### config.mk
export PLATFORM = sky130hd
export DESIGN_NAME = fifo_write_arbiter_flat
export DESIGN_NICKNAME = d
export VERILOG_FILES = /design/src/rtl/fifo_write_arbiter_if.sv /design/src/rtl/fifo_write_arbiter.sv /design/src/flat_wrapper.sv
export SDC_FILE = /design/constraint.sdc
export NUM_CORES = 1
export LEC_CHECK = 0
export BUFFER_PORTS_ARGS = -buffer_cell sky130_fd_sc_hd__buf_2
export CAP_MARGIN = 20
export CORE_MARGIN = 5
export CORE_UTILIZATION = 38
export CTS_CLUSTER_DIAMETER = 40
export DETAILED_ROUTE_END_ITERATION = 8
export PLACE_DENSITY = 0.8
export REMOVE_ABC_BUFFERS = 1
export SLEW_MARGIN = 5
export SYNTH_ARGS = -nofsm -noshare
export SYNTH_HDL_FRONTEND = slang
export SYNTH_SLANG_ARGS = --single-unit
### constraint.sdc
create_clock -name clk_i -period 2 [get_ports clk_i]
set_input_delay 0.2 -clock clk_i [delete_from_list [all_inputs] [get_ports clk_i]]
set_output_delay 0.2 -clock clk_i [all_outputs]
set_load 0.02 [all_outputs]
### src/rtl/fifo_write_arbiter_if.sv
// Write-port bundle between two word producers, the arbiter and the FIFO write side.
// The arbiter takes the slave view; producers and the FIFO side take the master view.
interface fifo_write_arbiter_if #(
   parameter int DATA_W = 32
);
   logic [1:0]        req_i;
   logic [DATA_W-1:0] data0_i;
   logic [DATA_W-1:0] data1_i;
   logic              wrfull_i;
   logic [1:0]        grant_o;
   logic [1:0]        ack_o;
   logic              wrreq_o;
   logic [DATA_W-1:0] data_o;
   logic              busy_o;

   modport slave (
      input  req_i, data0_i, data1_i, wrfull_i,
      output grant_o, ack_o, wrreq_o, data_o, busy_o
   );

   modport master (
      output req_i, data0_i, data1_i, wrfull_i,
      input  grant_o, ack_o, wrreq_o, data_o, busy_o
   );
endinterface

### src/rtl/fifo_write_arbiter.sv
// Round-robin burst arbiter for one FIFO write port: grant 1 cycle after request, one
// GAP cycle after each burst; wrfull_i stalls the owner indefinitely with the grant held.
module fifo_write_arbiter #(
   parameter int DATA_W    = 32,
   parameter int BURST_LEN = 16
) (
   input logic              clk_i,
   input logic              reset_i,
   fifo_write_arbiter_if.slave bus
);
   typedef enum logic [1:0] {IDLE, XFER, GAP} state_t;

   localparam logic [8:0] LAST_BEAT = 9'(BURST_LEN - 1);

   state_t            state_q, state_d;
   logic              sel_q, sel_d;
   logic              ptr_q, ptr_d;
   logic [8:0]        cnt_q, cnt_d;
   logic [1:0]        grant_q, grant_d;
   logic              wrreq;
   logic [DATA_W-1:0] owner_dat;

   always_ff @(posedge clk_i or posedge reset_i) begin
      if (reset_i) begin
         state_q <= IDLE;
         sel_q   <= 1'b0;
         ptr_q   <= 1'b0;
         cnt_q   <= '0;
         grant_q <= '0;
      end else begin
         state_q <= state_d;
         sel_q   <= sel_d;
         ptr_q   <= ptr_d;
         cnt_q   <= cnt_d;
         grant_q <= grant_d;
      end
   end

   // Only the owner's request counts; a full FIFO blocks the beat without releasing.
   assign wrreq     = (state_q == XFER) && bus.req_i[sel_q] && !bus.wrfull_i;
   assign owner_dat = sel_q ? bus.data1_i : bus.data0_i;

   always_comb begin
      state_d = state_q;
      sel_d   = sel_q;
      ptr_d   = ptr_q;
      cnt_d   = cnt_q;
      grant_d = grant_q;
      case (state_q)
         IDLE: begin
            if (bus.req_i != 2'b00) begin
               sel_d   = (bus.req_i == 2'b11) ? ptr_q : bus.req_i[1];
               grant_d = sel_d ? 2'b10 : 2'b01;
               cnt_d   = '0;
               state_d = XFER;
            end
         end
         XFER: begin
            if ((wrreq && (cnt_q == LAST_BEAT)) || !bus.req_i[sel_q]) begin
               state_d = GAP;
               grant_d = 2'b00;
               ptr_d   = ~sel_q;
            end else if (wrreq) begin
               cnt_d = cnt_q + 9'd1;
            end
         end
         GAP:     state_d = IDLE;
         default: state_d = IDLE;
      endcase
   end

   assign bus.grant_o = grant_q;
   assign bus.busy_o  = (state_q == XFER);
   assign bus.wrreq_o = wrreq;
   assign bus.ack_o   = wrreq ? (sel_q ? 2'b10 : 2'b01) : 2'b00;
   assign bus.data_o  = (state_q == XFER) ? owner_dat : '0;

   a_no_write_when_full : assert property (
      @(posedge clk_i) disable iff (reset_i) !(bus.wrreq_o && bus.wrfull_i));
   a_ack_onehot_with_wrreq : assert property (
      @(posedge clk_i) disable iff (reset_i)
      $onehot0(bus.ack_o) && ((bus.ack_o == 2'b00) || bus.wrreq_o));
endmodule

### src/flat_wrapper.sv
// flat-port wrapper written by rule: the top's interface ports become plain ports
module fifo_write_arbiter_flat 
#(
   parameter int DATA_W    = 32,
   parameter int BURST_LEN = 16
)
  (clk_i, reset_i, bus_req_i, bus_data0_i, bus_data1_i, bus_wrfull_i, bus_grant_o, bus_ack_o, bus_wrreq_o, bus_data_o, bus_busy_o);
  fifo_write_arbiter_if #(.DATA_W(DATA_W)) bus_i ();
  input logic clk_i;
  input logic reset_i;
  input wire logic [$bits(bus_i.req_i)-1:0] bus_req_i;
  input wire logic [$bits(bus_i.data0_i)-1:0] bus_data0_i;
  input wire logic [$bits(bus_i.data1_i)-1:0] bus_data1_i;
  input wire logic [$bits(bus_i.wrfull_i)-1:0] bus_wrfull_i;
  output wire logic [$bits(bus_i.grant_o)-1:0] bus_grant_o;
  output wire logic [$bits(bus_i.ack_o)-1:0] bus_ack_o;
  output wire logic [$bits(bus_i.wrreq_o)-1:0] bus_wrreq_o;
  output wire logic [$bits(bus_i.data_o)-1:0] bus_data_o;
  output wire logic [$bits(bus_i.busy_o)-1:0] bus_busy_o;
  assign bus_i.req_i = bus_req_i;
  assign bus_i.data0_i = bus_data0_i;
  assign bus_i.data1_i = bus_data1_i;
  assign bus_i.wrfull_i = bus_wrfull_i;
  assign bus_grant_o = bus_i.grant_o;
  assign bus_ack_o = bus_i.ack_o;
  assign bus_wrreq_o = bus_i.wrreq_o;
  assign bus_data_o = bus_i.data_o;
  assign bus_busy_o = bus_i.busy_o;
  fifo_write_arbiter #(.DATA_W(DATA_W), .BURST_LEN(BURST_LEN)) u_core (.clk_i(clk_i), .reset_i(reset_i), .bus(bus_i));
endmodule
Word level (Yosys, flattened, before mapping)
Index checks and enable logic that the tools add are counted.
{ "word_totals": {"register_bits": 15, "in_bits": 69, "output_inout_bits": 38, "word_cells": 47} }
{ "classes": {"add_sub_neg": 1, "order_cmp": 1, "eq_ne": 7, "n_mux": 18, "bitwise": 1, "n_reduce_logical": 14} }
{ "ops": {"columns": ["operator", "count"], "rows": [
  ["$mux W32", 2],
  ["$mux W9", 3],
  ["$pmux W9 S2", 1],
  ["$mux W2", 7],
  ["$add A9 B1 Y9 const B", 1],
  ["$eq A9 B4 Y1 const B", 1],
  ["$pmux W2 S2", 2],
  ["$ne A2 B1 Y1 const B", 3],
  ["$reduce_and A2 Y1", 3],
  ["$reduce_and A4 Y1", 1],
  ["$reduce_bool A2 Y1", 2],
  ["$logic_and A1 B1 Y1", 3],
  ["$mux W1", 3],
  ["$reduce_and A3 Y1", 1],
  ["$eq A2 B1 Y1 const B", 1],
  ["$eq A2 B2 Y1 const B", 1],
  ["$logic_not A1 Y1", 2],
  ["$logic_not A2 Y1", 1],
  ["$lt A1 B2 Y1 const B", 1],
  ["$ne A2 B2 Y1 const B", 1],
  ["$logic_or A1 B1 Y1", 1],
  ["$not A1 Y1", 1]
]} }

Longest topological paths before layout
Gate-level depths: netlist of the first run.
{ "logic_depth": {"word_depth": 8, "depth_mapped": 6, "depth_no_buf": 5} }

Worst setup path after synthesis of the first run
Ideal clock, no wire load.
{ "synth_timing": {"path_type": "flip-flop to output port", "start": "register u_core.sel_q", "end": "output port bus_ack_o[0]", "arrival_time_ps": 1604, "required_time_ps": 1800, "setup_slack_ps": 196, "path_stages_with_launch": 4, "n_path_buf": 2, "path_cell_list": "dfrtp_1 > buf_4 > buf_1 > nor4b_1"} }
{ "synth_via": {"elab_chain_cells": 5, "elab_cells_between_ends": 6, "cone_classes": "mux (4); reduce/logical (2)"} }
{ "synth_rtl": {"columns": ["element", "line_no", "source"], "rows": [
  ["start: declaration", "fifo_write_arbiter.sv:16", "logic sel_q, sel_d;"],
  ["start signal: assignment", "fifo_write_arbiter.sv:32", "sel_q <= sel_d;"],
  ["$mux W1 (not written as such) (2 in series)", "fifo_write_arbiter.sv:40", "assign wrreq = (state_q == XFER) && bus.req_i[sel_q] && !bus.wrfull_i;"],
  ["$logic_and A1 B1 Y1 (2 in series)", "fifo_write_arbiter.sv:40", null],
  ["$mux W2 (*)", "fifo_write_arbiter.sv:75", "assign bus.ack_o = wrreq ? (sel_q ? 2'b10 : 2'b01) : 2'b00;"],
  ["end: declaration", "flat_wrapper.sv:16", "output wire logic [$bits(bus_i.ack_o)-1:0] bus_ack_o;"]
]} }
Mark *: on every way between the ends. The rest lies on a longest branch, timed or not. The select of a mux whose other input is x is not followed.

Final worst setup path of the first run
{ "layout_timing": {"start": "register u_core.sel_q", "end": "output port bus_data_o[24]"} }
{ "layout_via": {"elab_chain_cells": 2} }
{ "layout_rtl": {"columns": ["element", "line_no", "source"], "rows": [
  ["$mux W32", "fifo_write_arbiter.sv:41", "assign owner_dat = sel_q ? bus.data1_i : bus.data0_i;"],
  ["$mux W32", "fifo_write_arbiter.sv:76", "assign bus.data_o = (state_q == XFER) ? owner_dat : '0;"],
  ["end: declaration", "flat_wrapper.sv:18", "output wire logic [$bits(bus_i.data_o)-1:0] bus_data_o;"]
]} }
Every way passes these cells.

==> results of run 1 <==
[timing repair]
item,4_1_cts,5_1_grt
gates resized for setup,0,0
hold buffers,1,0
hold endpoints to repair,15,0
endpoints found under the setup margin,0,0
[power breakdown]
part / total, W / switching [W] / internal [W]
logic: 0.00179 / 0.00112 / 0.000673
registers: 0.000456 / 0.0000604 / 0.000395
clock network: 0.000172 / 0.0000945 / 0.0000776
total: 0.00242 / 0.00127 / 0.00115
[cell families after synthesis]
logic type / after synthesis / share of synthesized area
AOI/OAI and AO/OA: 25 / 0.1299
adders and majority gates: 1 / 0.01007
buffers and inverters: 14 / 0.04531
DFF: 15 / 0.3021
muxes: 35 / 0.2830
and+or+nand+nor: 61 / 0.2296
[cells in the mapped netlist]
library cell	instances	area, um^2
ha_1	1	12.51
nand3_1	4	20.02
clkbuf_1	3	11.26
inv_1	4	15.01
nor2_1	35	131.4
buf_1	5	18.77
a31oi_1	7	43.79
nor3_1	2	10.01
or3_4	1	11.26
and3_1	4	25.02
mux2i_1	34	340.3
a31o_2	1	8.760
o211ai_1	1	7.510
nor4_1	1	6.260
nand4_1	1	6.260
o21ai_0	3	15.01
o21ai_1	1	5.000
buf_4	1	7.510
and2_1	1	6.260
a21o_1	1	7.510
a21oi_1	4	20.02
nand2_1	6	22.52
mux2_2	1	11.26
or4_1	1	7.510
and4_1	2	17.52
o21a_1	3	22.52
a21boi_0	3	22.52
nand2b_1	2	12.51
a2bb2oi_1	1	8.760
clkinv_1	1	3.750
nor4b_1	1	8.760
dfrtp_1	15	375.4
[path summary, 6_finish.rpt]
| path | cells after the start | end | slack (ns) | from |
|---|---|---|---|---|
| worst max register to register | 5 | u_core.cnt_q[8]$_DFFE_PP0P_ | 0.22 | u_core.cnt_q[0]$_DFFE_PP0P_ |
| worst min-delay path | 3 | u_core.bus.grant_o[0]$_DFFE_PP0P_ | 0.27 | bus_req_i[0] |
| min in group asynchronous | 3 | u_core.bus.grant_o[0]$_DFFE_PP0P_ | 0.50 | reset_i |
| max in group asynchronous | 3 | u_core.sel_q$_DFFE_PP0P_ | 1.10 | reset_i |
| worst max-delay path | 4 | bus_data_o[24] | 0.19 | u_core.sel_q$_DFFE_PP0P_ |
| worst min register to register | 1 | u_core.ptr_q$_DFFE_PP0P_ | 0.52 | u_core.ptr_q$_DFFE_PP0P_ |
[registers in the layout (all words and copies together) (netlist names)]
name,count
u_core.sel_q,1
u_core.cnt_q,9
u_core.state_q,2
u_core.ptr_q,1
u_core.bus.grant_o,2
[per-stage QoR]
stage / setup WS, ns / power (W)
floorplan: -0.6316 / 0.001679
global placement: 0.2767 / 0.002251
detailed placement: 0.2440 / 0.002266
CTS: 0.1733 / 0.002448
global route: 0.05845 / 0.002603
finish: 0.1914 / 0.002421
[area by class of cell]
| type | instances | share of cell area |
|---|---|---|
| Multi-Input combinational cell | 122 | 0.4364 |
| Timing Repair Buffer | 111 | 0.3071 |
| Sequential cell | 15 | 0.2027 |
| Tap cell | 44 | 0.02963 |
| Clock buffer | 4 | 0.01414 |
| Inverter | 5 | 0.01010 |
[critical path: cells and delay by family (launching register included)]
kind,cells,cell delay (ns)
flip-flops,1,0.37
AND/OR/NAND/NOR,1,0.06
multiplexers,1,0.25
buffers and inverters,2,0.63
[layout by cell type, fill, tap and decap left out]
| master | Yosys | final |
|---|---|---|
| clkbuf_4 | 0 | 3 |
| o21ai_0 | 3 | 3 |
| nor4b_1 | 1 | 1 |
| dlygate4sd3_1 | 0 | 1 |
| mux2_2 | 1 | 1 |
| nand2_1 | 6 | 6 |
| clkbuf_1 | 3 | 1 |
| a21oi_1 | 4 | 4 |
| ha_1 | 1 | 1 |
| or4_1 | 1 | 1 |
| clkinv_1 | 1 | 1 |
| or3_4 | 1 | 1 |
| buf_4 | 1 | 4 |
| a2bb2oi_1 | 1 | 1 |
| a31oi_1 | 7 | 7 |
| o211ai_1 | 1 | 1 |
| and2_1 | 1 | 1 |
| dfrtp_1 | 15 | 14 |
| and4_1 | 2 | 2 |
| buf_2 | 0 | 106 |
| inv_1 | 4 | 4 |
| nand2b_1 | 2 | 2 |
| o21a_1 | 3 | 3 |
| a21o_1 | 1 | 1 |
| nor4_1 | 1 | 1 |
| o21ai_1 | 1 | 1 |
| and3_1 | 4 | 4 |
| nand3_1 | 4 | 4 |
| nor2_1 | 35 | 35 |
| nand4_1 | 1 | 1 |
| a21boi_0 | 3 | 3 |
| dfrtp_2 | 0 | 1 |
| a31o_2 | 1 | 1 |
| mux2i_1 | 34 | 34 |
| nor3_1 | 2 | 2 |
[layer usage]
metal | global-route usage | wire, um | up-vias
met4 | 0.09873 | 89 | 0
met1 | 0.1965 | 1485 | 658
li1 | - | - | 756
met3 | 0.03993 | 454 | 6
met2 | 0.2847 | 2051 | 61
met5 | 0 | 0 | -
==> out/results.ini, run 1 <==
[power_and_ir_drop]
p_per_area_nw_per_um2 = 1303
p_leak_nw = 1.124
ir_drop_mv = 0.6106

[timing]
post-route-period-util = 0.9043
slew_viol_final = 0
setup_viol = 0
fmax_mhz = 552.9
hold_viol = 0
fin_setup_tns_ns = 0
clock_skew_ns = 0.0004398
rsz0062_at_grt = false
slew_headroom = 0.5569
worst_pin_slew_ns = 0.6576
period_needed_ns = 1.809
fin_hold_ws_ns = 0.2680

[clock_tree]
cts_buffers = 3
tritoncts = yes
cts.path.max_buffers = 2
root_buffer = clkbuf_4
h-tree-depth = 1
clkTransAtPathRegs_ns = 0.08
cts_sinks = 15
cts_setup_buffers = 0
clkLatencyLatePin_ns = 0.28

[outcome]
outcome = finished clean

[die]
die_area_um2 = 4513
io_pins = 107
dieWidth_um = 67.18
die_h_um = 67.18
start_util = 0.4004
core_um2 = 3103
num_rows = 20

[detailed_routing]
firstDrtPassIters = 4
drcViolationCount = 0
postRouteAntennaNets = 0
drt-total-wl_mm = 4.081
route.detailed.wl_per_inst_um = 13.56
drtIter0Drc = 45
vias = 1481
avgViaCountPerCell = 4.920

[logic_synthesis]
synth.distinct_cells = 32
ys_ff_latch = 15
avgSynthCellArea_um2 = 8.228
synth_area_um2 = 1242
synth_cells = 151
seq_area_frac_synth = 0.3021
yosys_warnings = 0

[min_path]
hold_class = in2reg

[run]
drv_cap = 0

[worst_setup_path]
crit_chain = buf_4, mux2i_1, nor2_1, buf_2
critical_path_class = reg2out
cp.arrival_ns = 1.61
cpPeakStageDelay_ns = 0.47
start_kind = flop
end_kind = output pin
crit_fanout = 35
cp.required_ns = 1.80
cp_slowest_cell = buf_4

[global_routing]
grt_pass1_vias = 1278
groute.usage.overall = 0.1698
grt_max_degree = 36
antenna_found_initial = 0
grt_overflow = 0
grt_pass1_wl_mm = 5.844

[cells_and_area]
fin_nets = 328
drive_gt1_frac = 0.4553
fill_cells = 297
syn2layout_area_growth_pct = 49.55
stdcell_area_um2 = 1858
post-route-util = 0.5988
diodes = 0
stdcell_count = 301
seqCellArea_um2 = 376.6
multiInputGateArea_um2 = 810.8

[place]
place_area_um2 = 1822
routabilityCongestion = 0.8104
port_buffers = 106
dp.cells = 296
hpwl_mm = 3.282

Power figures use the tool's default switching activity.
==> inputs of run 2 (changes only) <==
Settings changed: PLACE_DENSITY 0.8 to 0.9.
==> out/results.ini, run 2 (same netlist as run 1, synthesis figures left out) <==
[timing]
setup_viol = 0
hold_viol = 0
slew_headroom = 0.5181
period_needed_ns = 1.828
clock_skew_ns = 0.004639
setup_slack_ns = 0.1722
worst_pin_slew_ns = 0.7152
post-route-period-util = 0.9139
fin_hold_ws_ns = 0.2941
fin_setup_tns_ns = 0
fmax_mhz = 547.1
slew_viol_final = 0

[clock_tree]
root_buffer = clkbuf_4
cts_buffers = 3
clkLatencyLatePin_ns = 0.28
cts_sinks = 15
clkTransAtPathRegs_ns = 0.09
h-tree-depth = 1
tritoncts = yes
cts.path.max_buffers = 2

[worst_setup_path]
cp_slowest_cell = buf_4
crit_fanout = 35
r2r_setup_slack_ns = 0.19
crit_family = buffers and inverters
critical_path_class = reg2out
cp.required_ns = 1.80
path_buf_inv = 2
cpPeakStageDelay_ns = 0.46
start_kind = flop
cp.arrival_ns = 1.63
reg2reg_depth = 4
crit_chain = buf_4, mux2i_1, nor2_1, buf_2
r2r_start = u_core.cnt_q[5]$_DFFE_PP0P_
r2r-end = u_core.ptr_q$_DFFE_PP0P_
end_kind = output pin

[global_routing]
grt_most_used_layer = met2
grt_pass1_vias = 1403
grt_overflow = 0
grtUsageMet1 = 0.1955
antenna_found_initial = 0
grt_pass1_wl_mm = 6.561
met2_usage = 0.3436
met3_usage = 0.05324
grt_max_degree = 42
groute.usage.overall = 0.1876

[place]
dp.cells = 294
port_buffers = 106
post-place-ws_ns = 0.1440
hpwl_mm = 3.685
routabilityCongestion = 0.8032

[cells_and_area]
diodes = 0
seqCellArea_um2 = 376.6
largest_register = u_core.cnt_q
fin_nets = 326
multiInputGateArea_um2 = 814.5
final_cell_mix = buf_2 (106), nor2_1 (35), mux2i_1 (34)
drive_gt1_frac = 0.4549
fill_cells = 297
stdcell_count = 299
largest_reg_flops = 9
syn2layout_area_growth_pct = 48.64
layout_commonest_cell = buf_2

[die]
die_h_um = 67.18
io_pins = 107
start_util = 0.4004
core_um2 = 3103
num_rows = 20
dieWidth_um = 67.18
die_area_um2 = 4513

[detailed_routing]
drt-total-wl_mm = 4.528
firstDrtPassIters = 4
drcViolationCount = 0
vias = 1535
avgViaCountPerCell = 5.134
route.detailed.wl_per_inst_um = 15.14
drtIter0Drc = 60
postRouteAntennaNets = 0

[min_path]
hold_path_end = u_core.bus.grant_o[0]$_DFFE_PP0P_
hold_class = in2reg
min_path_cells = 3
hold_start = bus_req_i[0]

[power_and_ir_drop]
p_leak_nw = 1.116
ir_drop_mv = 0.9613
p_per_area_nw_per_um2 = 1307

[run]
drv_cap = 0

[outcome]
outcome = finished clean

==> run 2: cell count changes in the layout (fill, tap and decap cells not counted), sizes merged <==
cell	previous run	this run
buf	110	108
==> run 2: repair_timing <==
action / 4_1_cts / 5_1_grt
endpoints found under the hold margin: 15 / 0
setup endpoints to repair: 0 / 3
setup buffers: 0 / 0
hold buffers: 1 / 0
resized for setup: 0 / 1
==> run 2: worst register-to-register path: stages, from the launching register on <==
cell	delay, ns
dfrtp_1	0.45
nor4_1	0.48
a31oi_1	0.20
nor2_1	0.22
mux2_2	0.36
==> run 2: layout make-up <==
class | instances | share of cell area
multi-input combinational | 122 | 0.4411
tap | 44 | 0.02981
timing repair buffer | 109 | 0.3008
inverter | 5 | 0.01016
clock buffer | 4 | 0.01423
sequential | 15 | 0.2039
==> run 2: per-layer routing <==
layer | part of all wire | vias to the layer above
li1 | - | 748
met1 | 0.34 | 689
met2 | 0.52 | 81
met3 | 0.10 | 17
met4 | 0.036 | 0
met5 | 0 | -
==> run 2: metrics by stage <==
stage               instance area (um^2)  utilization  power (W)
floorplan                           1205            -   0.001679
global placement                    1807       0.5823   0.002194
detailed placement                  1807       0.5823   0.002238
CTS                                 1843       0.5940   0.002414
global route                        1847       0.5952   0.002595
finish                              1847       0.5952   0.002413
==> run 2: worst max-delay path by stage <==
stage,startpoint,endpoint,slack [ns],cells past startpoint
floorplan,u_core.sel_q$_DFFE_PP0P_,u_core.cnt_q[1]$_DFFE_PP0P_,-0.63,5
global placement,u_core.cnt_q[0]$_DFFE_PP0P_,u_core.cnt_q[6]$_DFFE_PP0P_,0.19,5
detailed placement,u_core.cnt_q[0]$_DFFE_PP0P_,u_core.cnt_q[6]$_DFFE_PP0P_,0.14,5
CTS,u_core.cnt_q[0]$_DFFE_PP0P_,u_core.cnt_q[6]$_DFFE_PP0P_,0.11,5
global route,u_core.cnt_q[5]$_DFFE_PP0P_,u_core.ptr_q$_DFFE_PP0P_,-0.006,4
finish,u_core.sel_q$_DFFE_PP0P_,bus_data_o[19],0.17,4
==> run 2: where the power goes <==
part           internal [W]  leakage (nW)  switching, W
Combinational      0.000646         0.905       0.00113
Clock             0.0000775        0.0150     0.0000995
Sequential         0.000395         0.196     0.0000612
